File: src/rtl/pulse_to_edge.sv
// Converts single-cycle event pulses into spaced HIGH windows on level_out.
// Events arriving while a window or gap is in progress are counted and replayed later.
module pulse_to_edge #(
   parameter int unsigned HIGH_CYCLES = 4,
   parameter int unsigned GAP_CYCLES  = 4,
   parameter int unsigned PEND_W      = 4
) (
   input  logic              clk,
   input  logic              rst_n,
   input  logic              pulse_in,
   input  logic              clear,
   output logic              level_out,
   output logic              busy,
   output logic [PEND_W-1:0] pending,
   output logic              overflow
);

   localparam int unsigned MAX_CYC = (HIGH_CYCLES > GAP_CYCLES) ? HIGH_CYCLES : GAP_CYCLES;
   localparam int unsigned TMR_W   = $clog2(MAX_CYC + 1);

   localparam logic [TMR_W-1:0]  HIGH_LOAD = TMR_W'(HIGH_CYCLES - 1);
   localparam logic [TMR_W-1:0]  GAP_LOAD  = TMR_W'(GAP_CYCLES - 1);
   localparam logic [PEND_W-1:0] PEND_MAX  = '1;

   typedef enum logic [1:0] {
      ST_IDLE = 2'd0,
      ST_HIGH = 2'd1,
      ST_GAP  = 2'd2
   } state_t;

   state_t            r_state;
   logic [TMR_W-1:0]  r_timer;
   logic [PEND_W-1:0] r_pending;
   logic              r_overflow;
   logic              r_level;
   logic              r_busy;

   logic w_tmr_done;
   logic w_has_pend;
   logic w_sat;

   assign w_tmr_done = (r_timer == '0);
   assign w_has_pend = (r_pending != '0);
   assign w_sat      = (r_pending == PEND_MAX);

   // State, timer, event queue and outputs all advance together.
   always_ff @(posedge clk or negedge rst_n) begin
      if (!rst_n) begin
         r_state    <= ST_IDLE;
         r_timer    <= '0;
         r_pending  <= '0;
         r_overflow <= 1'b0;
         r_level    <= 1'b0;
         r_busy     <= 1'b0;
      end else if (clear) begin
         r_state    <= ST_IDLE;
         r_timer    <= '0;
         r_pending  <= '0;
         r_overflow <= 1'b0;
         r_level    <= 1'b0;
         r_busy     <= 1'b0;
      end else begin
         case (r_state)
            ST_IDLE: begin
               if (pulse_in) begin
                  r_state <= ST_HIGH;
                  r_timer <= HIGH_LOAD;
                  r_level <= 1'b1;
                  r_busy  <= 1'b1;
               end
            end

            ST_HIGH: begin
               if (pulse_in) begin
                  if (w_sat) r_overflow <= 1'b1;
                  else       r_pending  <= r_pending + PEND_W'(1);
               end
               if (w_tmr_done) begin
                  r_state <= ST_GAP;
                  r_timer <= GAP_LOAD;
                  r_level <= 1'b0;
               end else begin
                  r_timer <= r_timer - TMR_W'(1);
               end
            end

            ST_GAP: begin
               if (w_tmr_done) begin
                  // A queued event is replayed first; a fresh pulse here replaces the dequeue.
                  if (w_has_pend || pulse_in) begin
                     r_state <= ST_HIGH;
                     r_timer <= HIGH_LOAD;
                     r_level <= 1'b1;
                     if (w_has_pend && !pulse_in) r_pending <= r_pending - PEND_W'(1);
                  end else begin
                     r_state <= ST_IDLE;
                     r_busy  <= 1'b0;
                  end
               end else begin
                  r_timer <= r_timer - TMR_W'(1);
                  if (pulse_in) begin
                     if (w_sat) r_overflow <= 1'b1;
                     else       r_pending  <= r_pending + PEND_W'(1);
                  end
               end
            end

            default: begin
               r_state <= ST_IDLE;
               r_timer <= '0;
               r_level <= 1'b0;
               r_busy  <= 1'b0;
            end
         endcase
      end
   end

   assign level_out = r_level;
   assign busy      = r_busy;
   assign pending   = r_pending;
   assign overflow  = r_overflow;

endmodule

File: config.mk
export PLATFORM = sky130hd
export DESIGN_NAME = pulse_to_edge
export DESIGN_NICKNAME = d
export VERILOG_FILES = /design/src/rtl/pulse_to_edge.sv
export SDC_FILE = /design/constraint.sdc
export NUM_CORES = 1
export LEC_CHECK = 0
export CAP_MARGIN = 20
export CELL_PAD_IN_SITES_DETAIL_PLACEMENT = 1
export CELL_PAD_IN_SITES_GLOBAL_PLACEMENT = 1
export CORE_MARGIN = 8
export CORE_UTILIZATION = 25
export DETAILED_ROUTE_END_ITERATION = 7
export DONT_BUFFER_PORTS = 1
export PLACE_DENSITY = 0.55
export SETUP_SLACK_MARGIN = 0.5
export SKIP_CTS_REPAIR_TIMING = 1
export SLEW_MARGIN = 20
export SYNTH_ARGS = -nofsm -noshare
export SYNTH_HDL_FRONTEND = slang
export SYNTH_SLANG_ARGS = --single-unit
File: constraint.sdc
create_clock -name clk -period 3.1 [get_ports clk]
set_input_delay 0.31 -clock clk [delete_from_list [all_inputs] [get_ports clk]]
set_output_delay 0.31 -clock clk [all_outputs]
set_load 0.01 [all_outputs]
# After elaboration in Yosys (flattened, before gate mapping)
# Cells that the tools add are included.
dict set report totals {
  regBits 12
  input_bits 4
  out_inout_bits 7
  word_cells 68
}
dict set report classes {
  n_addsub 3
  eq_ne 12
  mux 34
  reduce_logical 13
}
# cell n
set ops {}
lappend ops {{$mux 4} 6}
lappend ops {{$ne 3x3->1 const B} 6}
lappend ops {{$mux 3} 5}
lappend ops {{$mux 1} 13}
lappend ops {{$pmux 3 s3} 1}
lappend ops {{$mux 2} 4}
lappend ops {{$ne 4x4->1 const B} 2}
lappend ops {{$pmux 4 s2} 1}
lappend ops {{$reduce_and 4->1} 2}
lappend ops {{$pmux 1 s3} 2}
lappend ops {{$pmux 2 s3} 1}
lappend ops {{$reduce_and 3->1} 2}
lappend ops {{$add 4x1->4 const B} 1}
lappend ops {{$eq 4x4->1 const B} 1}
lappend ops {{$reduce_and 2->1} 2}
lappend ops {{$reduce_bool 4->1} 1}
lappend ops {{$sub 4x1->4 const B} 1}
lappend ops {{$logic_not 3->1} 1}
lappend ops {{$reduce_bool 3->1} 1}
lappend ops {{$sub 3x1->3 const B} 1}
lappend ops {{$eq 2x1->1 const B} 1}
lappend ops {{$eq 2x2->1 const B} 1}
lappend ops {{$logic_not 2->1} 1}
lappend ops {{$ne 2x2->1 const B} 1}
lappend ops {{4 further kinds} 4}

# Depth between registers and ports, before layout
# Gate-level depths: netlist of the first run.
dict set report logic_depth {
  ltp_word 7
  mapped_depth 8
  ltp_nobuf 6
}

# Worst setup path before layout of the first run
# Ideal clock, no wire load.
dict set report synth_timing {
  path_kind {register to register}
  start {register r_state[0]}
  end {register r_level (netlist: level_out)}
  setup_ps 125
  t_arrival_ps 1667
  required_ps 2975
  path_slack_ps 1308
  path_stages_with_launch 9
  n_path_buf 2
  synth_period_minus_slack_ps 1792
  cell_sequence {dfrtp_1 inv_1 ha_1 buf_6 or2_1 buf_2 a2bb2oi_2 o21ai_0 mux2_2}
}
dict set report synth_via {
  elab_chain_len 3
  word_cells_on_any_way 10
  classes_between {6 x eq/ne; 2 x mux; 2 x reduce/logical}
}
# item line
set synth_rtl {}
lappend synth_rtl {{start, declared} 31} ;# state_t r_state;
lappend synth_rtl {{start signal, assigned} 49} ;# r_state <= ST_IDLE;
lappend synth_rtl {{start signal, assigned} 56} ;# r_state <= ST_IDLE;
lappend synth_rtl {{start signal, assigned} 66} ;# r_state <= ST_HIGH;
lappend synth_rtl {{$eq 2x2->1, or another cell as far along} 63} ;# case (r_state)
lappend synth_rtl {{$ne 3x3->1 (no source line) or $pmux 1 s3 (tied branches)} -}
lappend synth_rtl {{$reduce_and 4->1 (no source line) or $mux 1 (tied branches)} -}
lappend synth_rtl {{end signal, assigned} 60} ;# r_level <= 1'b0;
lappend synth_rtl {{end signal, assigned} 68} ;# r_level <= 1'b1;
lappend synth_rtl {{end signal, assigned} 81} ;# r_level <= 1'b0;
lappend synth_rtl {{end, declared} 35} ;# logic r_level;
# Parallel ways exist; a longest one is shown, timed or not.
# A chain may end at the register's enable or synchronous reset.

# Final worst setup path of the first run
dict set report layout_timing {
  start {register r_pending[0] (netlist: pending[0])}
  end {register r_timer[1]}
}
dict set report layout_via {
  elab_chain_len 4
}
# item line
set layout_rtl {}
lappend layout_rtl {{start, declared} 33} ;# logic [PEND_W-1:0] r_pending;
lappend layout_rtl {{start signal, assigned} 76} ;# else r_pending <= r_pending + PEND_W'(1);
lappend layout_rtl {{start signal, assigned} 94} ;# if (w_has_pend && !pulse_in) r_pending <= r_pending - PEND_W'(1);
lappend layout_rtl {{start signal, assigned} 103} ;# else r_pending <= r_pending + PEND_W'(1);
lappend layout_rtl {{$reduce_bool 4->1} 43} ;# assign w_has_pend = (r_pending != '0);
lappend layout_rtl {{$logic_or 1x1->1} 90} ;# if (w_has_pend || pulse_in) begin
lappend layout_rtl {{$ne 4x4->1 (no source line)} -}
lappend layout_rtl {{$reduce_and 2->1 (no source line)} -}
lappend layout_rtl {{end signal, assigned} 83} ;# r_timer <= r_timer - TMR_W'(1);
lappend layout_rtl {{end signal, assigned} 100} ;# r_timer <= r_timer - TMR_W'(1);
lappend layout_rtl {{end, declared} 32} ;# logic [TMR_W-1:0] r_timer;
# Every way passes these cells.

==> flow_metrics.py, run 1 <==
metrics = {
    "timing": {
        "clock.fmax_ghz": 0.489,
        "worst_pin_slew_ps": 617,
        "finalSetupTns_ps": 0,
        "hold_viol_final": 0,
        "period_needed_ps": 2050,
        "rsz0062_at_grt": "no",
        "final-setup-viol-count": 0,
        "fin_crit_sh_pct": 66.0,
        "slew_viol_final": 0,
        "relSlewSlack_pct": 58.8,
        "fin_skew_ps": 5.82,
    },
    "min_path": {
        "hp-class": "in -> reg",
    },
    "power_and_ir_drop": {
        "p_leak_nw": 0.477,
        "clkPwrFrac_pct": 20.6,
        "p_sw_share_pct": 42.9,
        "powerDensity_nw_per_um2": 831,
        "power.switching_w": 0.000377,
        "p_comb_share_pct": 49.3,
        "p_int_w": 0.000503,
        "pwr-share-seq_pct": 30.1,
        "ir_drop_mv": 0.281,
    },
    "route": {
        "wl_per_cell_um": 16.9,
        "ant_nets": 0,
        "vias_per_cell": 5.27,
        "routed_wl_mm": 2.58,
        "vias": 806,
        "drc": 0,
        "firstDrtPassIters": 4,
        "drt_iter0_drc": 32,
    },
    "cells_and_area": {
        "drive_above_1_share_pct": 10.5,
        "finalNetCount": 120,
        "diodes": 0,
        "nFillCells": 451,
        "syn_to_final_growth_pct": 9.59,
        "stdcell_count": 153,
        "final_area_um2": 1060,
    },
    "die": {
        "pin_count": 11,
        "dieArea_um2": 6110,
        "start_util_pct": 26.2,
        "die_w_um": 78.2,
        "core_um2": 3690,
        "die_h_um": 78.2,
        "row_count": 22,
    },
    "synthesis": {
        "synth-edff-count": 0,
        "post-synth-top-area-fraction_pct": 31.1,
        "synth-async-reset-ratio_pct": 100,
        "synth_fp_nets": 120,
        "ys_dominant_reg_cell": "dfrtp_1",
        "synth_area_um2": 966,
        "synth-seq-area-share_pct": 31.1,
        "syn_inst": 106,
        "yosysWarnings": 0,
        "ys_top_cells_by_area": "dfrtp_1 31%, ha_1 13%, nor2_1 4.3%",
        "ys_ff_latch": 12,
        "avgSynthCellArea_um2": 9.11,
        "ys_types": 40,
        "synth_top_area_cell": "dfrtp_1",
        "synthTopCellsByCount": "12 x dfrtp_1, 11 x nor2_1, 10 x ha_1",
        "synth_most_common_cell": "dfrtp_1",
    },
    "placement": {
        "placed_area_um2": 993,
        "place_hpwl_mm": 1.90,
        "port_buffers": 0,
        "dp_cells": 148,
        "place.gp.congestion": 0.739,
    },
    "clock_tree": {
        "cts.sinks": 12,
        "clkTransAtPathRegs_ps": 60,
        "clockBufferDepth": 2,
        "cts_tree": "done",
        "numCtsBuffers": 3,
        "root_buffer": "clkbuf_8",
        "insertion_delay_ps": 250,
        "htreeDepth": 1,
    },
    "global_routing": {
        "overflow": 0,
        "grt_max_degree": 17,
        "antenna_found_initial": 0,
        "grt.total_usage_pct": 8.79,
        "grt_pass1_wl_mm": 4.37,
        "grt_pass1_vias": 886,
    },
    "worst_setup_path": {
        "critical_path.startpoint_type": "flop",
        "critPathMaxStageDelay_ps": 480,
        "cp_slowest_cell": "dfrtp_1",
        "cp_max_fo": 7,
        "crit_type": "reg -> reg",
        "critPathRequiredTime_ps": 3270,
        "cp-end-kind": "flop",
        "arrival_ps": 2220,
        "path_cells": "inv_1 -> ha_1 -> nor3b_1 -> a21oi_1 -> nor3_1 -> mux2i_1",
    },
    "flow_run": {
        "cap_violations": 0,
    },
    "outcome": {
        "status": "finished clean",
    },
}
==> power groups by stage <==
stage                     registers, W  clock network, W  logic (W)
after floorplan               0.000251                 0   0.000357
after global placement        0.000265                 0   0.000419
after detailed placement      0.000270                 0   0.000431
after CTS                     0.000268          0.000188   0.000434
after global routing          0.000275          0.000191   0.000496
final                         0.000265          0.000181   0.000434
==> logic make-up after synthesis <==
group,share of synthesized area (%)
mux,6.48
fa+ha+maj,13.0
compound gates,17.7
buf+inv,6.48
flops,31.1
simple gates,25.3
==> cell usage in the layout (no fill, tap or decap), types with 2 or more instances in the layout <==
| cell type | count |
|---|---|
| a21boi_0 | 2 |
| a21oi_1 | 2 |
| a311oi_1 | 2 |
| and3_1 | 2 |
| clkbuf_8 | 4 |
| dfrtp_1 | 12 |
| ha_1 | 10 |
| inv_1 | 8 |
| mux2_2 | 2 |
| mux2i_1 | 4 |
| nand2_1 | 3 |
| nand2b_1 | 2 |
| nand3_1 | 2 |
| nand4_1 | 3 |
| nor2_1 | 11 |
| nor3_1 | 7 |
| nor3b_1 | 3 |
| nor4_1 | 2 |
| o21ai_0 | 4 |
==> layer usage <==
layer	vias up	share of wire [%]	global-route usage, %
met5	-	0	0
li1	390	-	-
met2	14	45	14.6
met1	398	48	10.5
met4	0	0.74	1.67
met3	4	6.3	3.42
==> critical path: cells and delay by family (launching register included) <==
family,cells,cell delay (ps)
muxes,1,240
AOI/OAI and AO/OA,1,130
and+or+nand+nor,2,770
DFF,1,480
buffers and inverters,1,150
adders and majority gates,1,200
==> final timing paths <==
check	startpoint	end	slack, ps	cells past startpoint
worst min-delay path	clear	overflow$_DFFE_PN0P_	130	1
worst min register to register	r_timer[1]$_DFFE_PN0P_	r_timer[1]$_DFFE_PN0P_	560	2
max in group asynchronous	rst_n	pending[0]$_DFFE_PN0P_	2190	1
worst max-delay path	pending[0]$_DFFE_PN0P_	r_timer[1]$_DFFE_PN0P_	1050	6
min in group asynchronous	rst_n	busy$_DFFE_PN0P_	510	1
worst max register to register	pending[0]$_DFFE_PN0P_	r_timer[1]$_DFFE_PN0P_	1050	6
==> layout make-up <==
class / instances / area, um2 / area share [%]
Multi-Input combinational cell: 80 / 603 / 57.0
Inverter: 8 / 30.0 / 2.84
Sequential cell: 12 / 300 / 28.4
Timing Repair Buffer: 1 / 10.0 / 0.946
Clock buffer: 4 / 55.1 / 5.20
Tap cell: 48 / 60.1 / 5.67
==> registers in the layout (all words and copies together), names as in the netlist <==
register	count
pending	4
r_timer	3
r_state	2
busy	1
level_out	1
overflow	1
==> stage by stage <==
stage | total power (W) | setup WS, ps | hold slack [ps] | util, %
final | 0.000880 | 1050 | 127 | 28.7
after floorplan | 0.000608 | 1310 | 14.4 | -
after CTS | 0.000889 | 1020 | -258 | 28.4
after global placement | 0.000684 | 1070 | 15.0 | 26.9
after global routing | 0.000962 | 864 | 128 | 28.7
after detailed placement | 0.000701 | 1040 | 15.1 | 26.9
Power figures use the tool's default switching activity.
==> run 2, diff against run 1 <==
- clock period: 3.1 -> 2 ns (I/O delays scaled with it)
==> flow_metrics.py, run 2 (synthesis gave the netlist of run 1 again) <==
metrics = {
    "outcome": {
        "status": "finished clean",
    },
    "global_routing": {
        "grt_pass1_vias": 858,
        "grt_pass1_wl_mm": 4.38,
        "grt_max_degree": 17,
        "grt.total_usage_pct": 8.93,
        "antenna_found_initial": 0,
        "overflow": 0,
    },
    "worst_setup_path": {
        "critPathMaxStageDelay_ps": 450,
        "ff2ff_setup_slack_ps": 210,
        "cp-end-kind": "flop",
        "critPathRequiredTime_ps": 2130,
        "critical_path.startpoint_type": "flop",
        "reg2reg_from": "pending[0]$_DFFE_PN0P_",
        "cp_max_fo": 7,
        "reg2regPathDepth": 7,
        "r2r-end": "pending[0]$_DFFE_PN0P_",
        "crit_family": "simple AND/OR/NAND/NOR gates",
        "crit_buf_inv": 2,
        "cp_slowest_cell": "dfrtp_2",
        "critPathLaunch": "pending[0]$_DFFE_PN0P_",
        "path_cells": "inv_2 -> ha_4 -> buf_4 -> nor3b_4 -> nor3_2 -> nand2b_4 -> mux2_4",
        "endpoint": "pending[0]$_DFFE_PN0P_",
        "crit_type": "reg -> reg",
        "path_depth": 7,
        "arrival_ps": 1920,
    },
    "timing": {
        "final-setup-viol-count": 0,
        "hold_viol_final": 0,
        "fin_skew_ps": 0.739,
        "rsz0062_at_grt": "yes",
        "clock.fmax_ghz": 0.559,
        "relSlewSlack_pct": 59.1,
        "worst_pin_slew_ps": 612,
        "fin_crit_sh_pct": 89.5,
        "slew_viol_final": 0,
        "period_needed_ps": 1790,
        "setup_ws_ps": 211,
        "fin_hold_ws_ps": 15.5,
        "finalSetupTns_ps": 0,
    },
    "route": {
        "drc": 0,
        "firstDrtPassIters": 4,
        "vias_per_cell": 5.19,
        "vias": 861,
        "wl_per_cell_um": 17.2,
        "ant_nets": 0,
        "routed_wl_mm": 2.85,
        "drt_iter0_drc": 23,
    },
    "power_and_ir_drop": {
        "p_leak_nw": 0.557,
        "powerDensity_nw_per_um2": 1310,
        "ir_drop_mv": 0.582,
    },
    "min_path": {
        "hp-class": "in -> reg",
        "hold_start": "clear",
    },
    "clock_tree": {
        "insertion_delay_ps": 240,
        "numCtsBuffers": 3,
        "cts.sinks": 12,
        "htreeDepth": 1,
        "cts_tree": "done",
        "clkTransAtPathRegs_ps": 60,
        "clockBufferDepth": 2,
        "root_buffer": "clkbuf_8",
    },
    "die": {
        "die_w_um": 78.2,
        "core_um2": 3690,
        "row_count": 22,
        "dieArea_um2": 6110,
        "pin_count": 11,
        "start_util_pct": 26.2,
        "die_h_um": 78.2,
    },
    "cells_and_area": {
        "finalNetCount": 133,
        "layout_commonest_cell": "buf_4",
        "drive_above_1_share_pct": 44.9,
        "largest_register_ffs": 4,
        "syn_to_final_growth_pct": 36.4,
        "layout_common_cells": "13 x buf_4, 9 x nor2_1, 9 x dfrtp_1",
        "diodes": 0,
    },
    "placement": {
        "place.gp.congestion": 0.736,
        "port_buffers": 0,
        "place_worst_setup_slack_ps": 158,
        "place_hpwl_mm": 1.98,
    },
    "flow_run": {
        "cap_violations": 0,
    },
}
==> run 2: changes by cell type in the layout (fill, tap and decap cells not counted), moves of 3 or more <==
cell,delta
dfrtp_2,+3
ha_4,+4
inv_2,+4
inv_1,-5
ha_1,-6
buf_4,+13
dfrtp_1,-3
nor3b_1,-3
==> run 2: metrics by stage <==
stage | instance area [um2] | instances | power, W | utilization, %
2_1_floorplan | 1030 | 106 | 0.00105 | -
3_3_place_gp | 1070 | 151 | 0.00116 | 29.1
3_5_place_dp | 1070 | 151 | 0.00119 | 29.1
4_1_cts | 1130 | 155 | 0.00148 | 30.6
5_1_grt | 1320 | 166 | 0.00186 | 35.7
6_report | 1320 | 166 | 0.00173 | 35.7
==> run 2: worst min path at each step <==
stage	end	slack [ps]	depth (start not counted)
4_1_cts	r_timer[1]$_DFFE_PN0P_	-370	0
3_3_place_gp	r_timer[1]$_DFFE_PN0P_	-90	0
6_report	pending[2]$_DFFE_PN0P_	20	1
3_5_place_dp	overflow$_DFFE_PN0P_	-90	0
5_1_grt	pending[2]$_DFFE_PN0P_	7	1
2_1_floorplan	busy$_DFFE_PN0P_	-100	0
==> run 2: power by group <==
| part | internal (W) | switching (W) | total [W] | leakage, nW |
|---|---|---|---|---|
| Sequential | 0.000320 | 0.0000963 | 0.000416 | 0.155 |
| Combinational | 0.000529 | 0.000509 | 0.00104 | 0.374 |
| Clock | 0.000174 | 0.000104 | 0.000278 | 0.0288 |
| Total | 0.00102 | 0.000709 | 0.00173 | 0.557 |
==> run 2: worst reg2reg max path: stages, from the launching register on <==
cell and delay, ps:
dfrtp_2 450, inv_2 90, ha_4 160, buf_4 120, nor3b_4 150, nor3_2 220
nand2b_4 180, mux2_4 290
==> run 2: layout make-up <==
| cell class | count | area [um2] |
|---|---|---|
| timing repair buffer | 14 | 108 |
| tap | 48 | 60.1 |
| sequential | 12 | 304 |
| multi-input combinational | 80 | 758 |
| fill | 436 | 2370 |
| inverter | 8 | 32.5 |
| clock buffer | 4 | 55.1 |
==> run 2: per-layer routing <==
layer  GRT usage (%)  routed length, um
met2            14.5               1430
met5               0                  0
met3            3.53                146
met4            1.67                 10
met1            10.9               1270
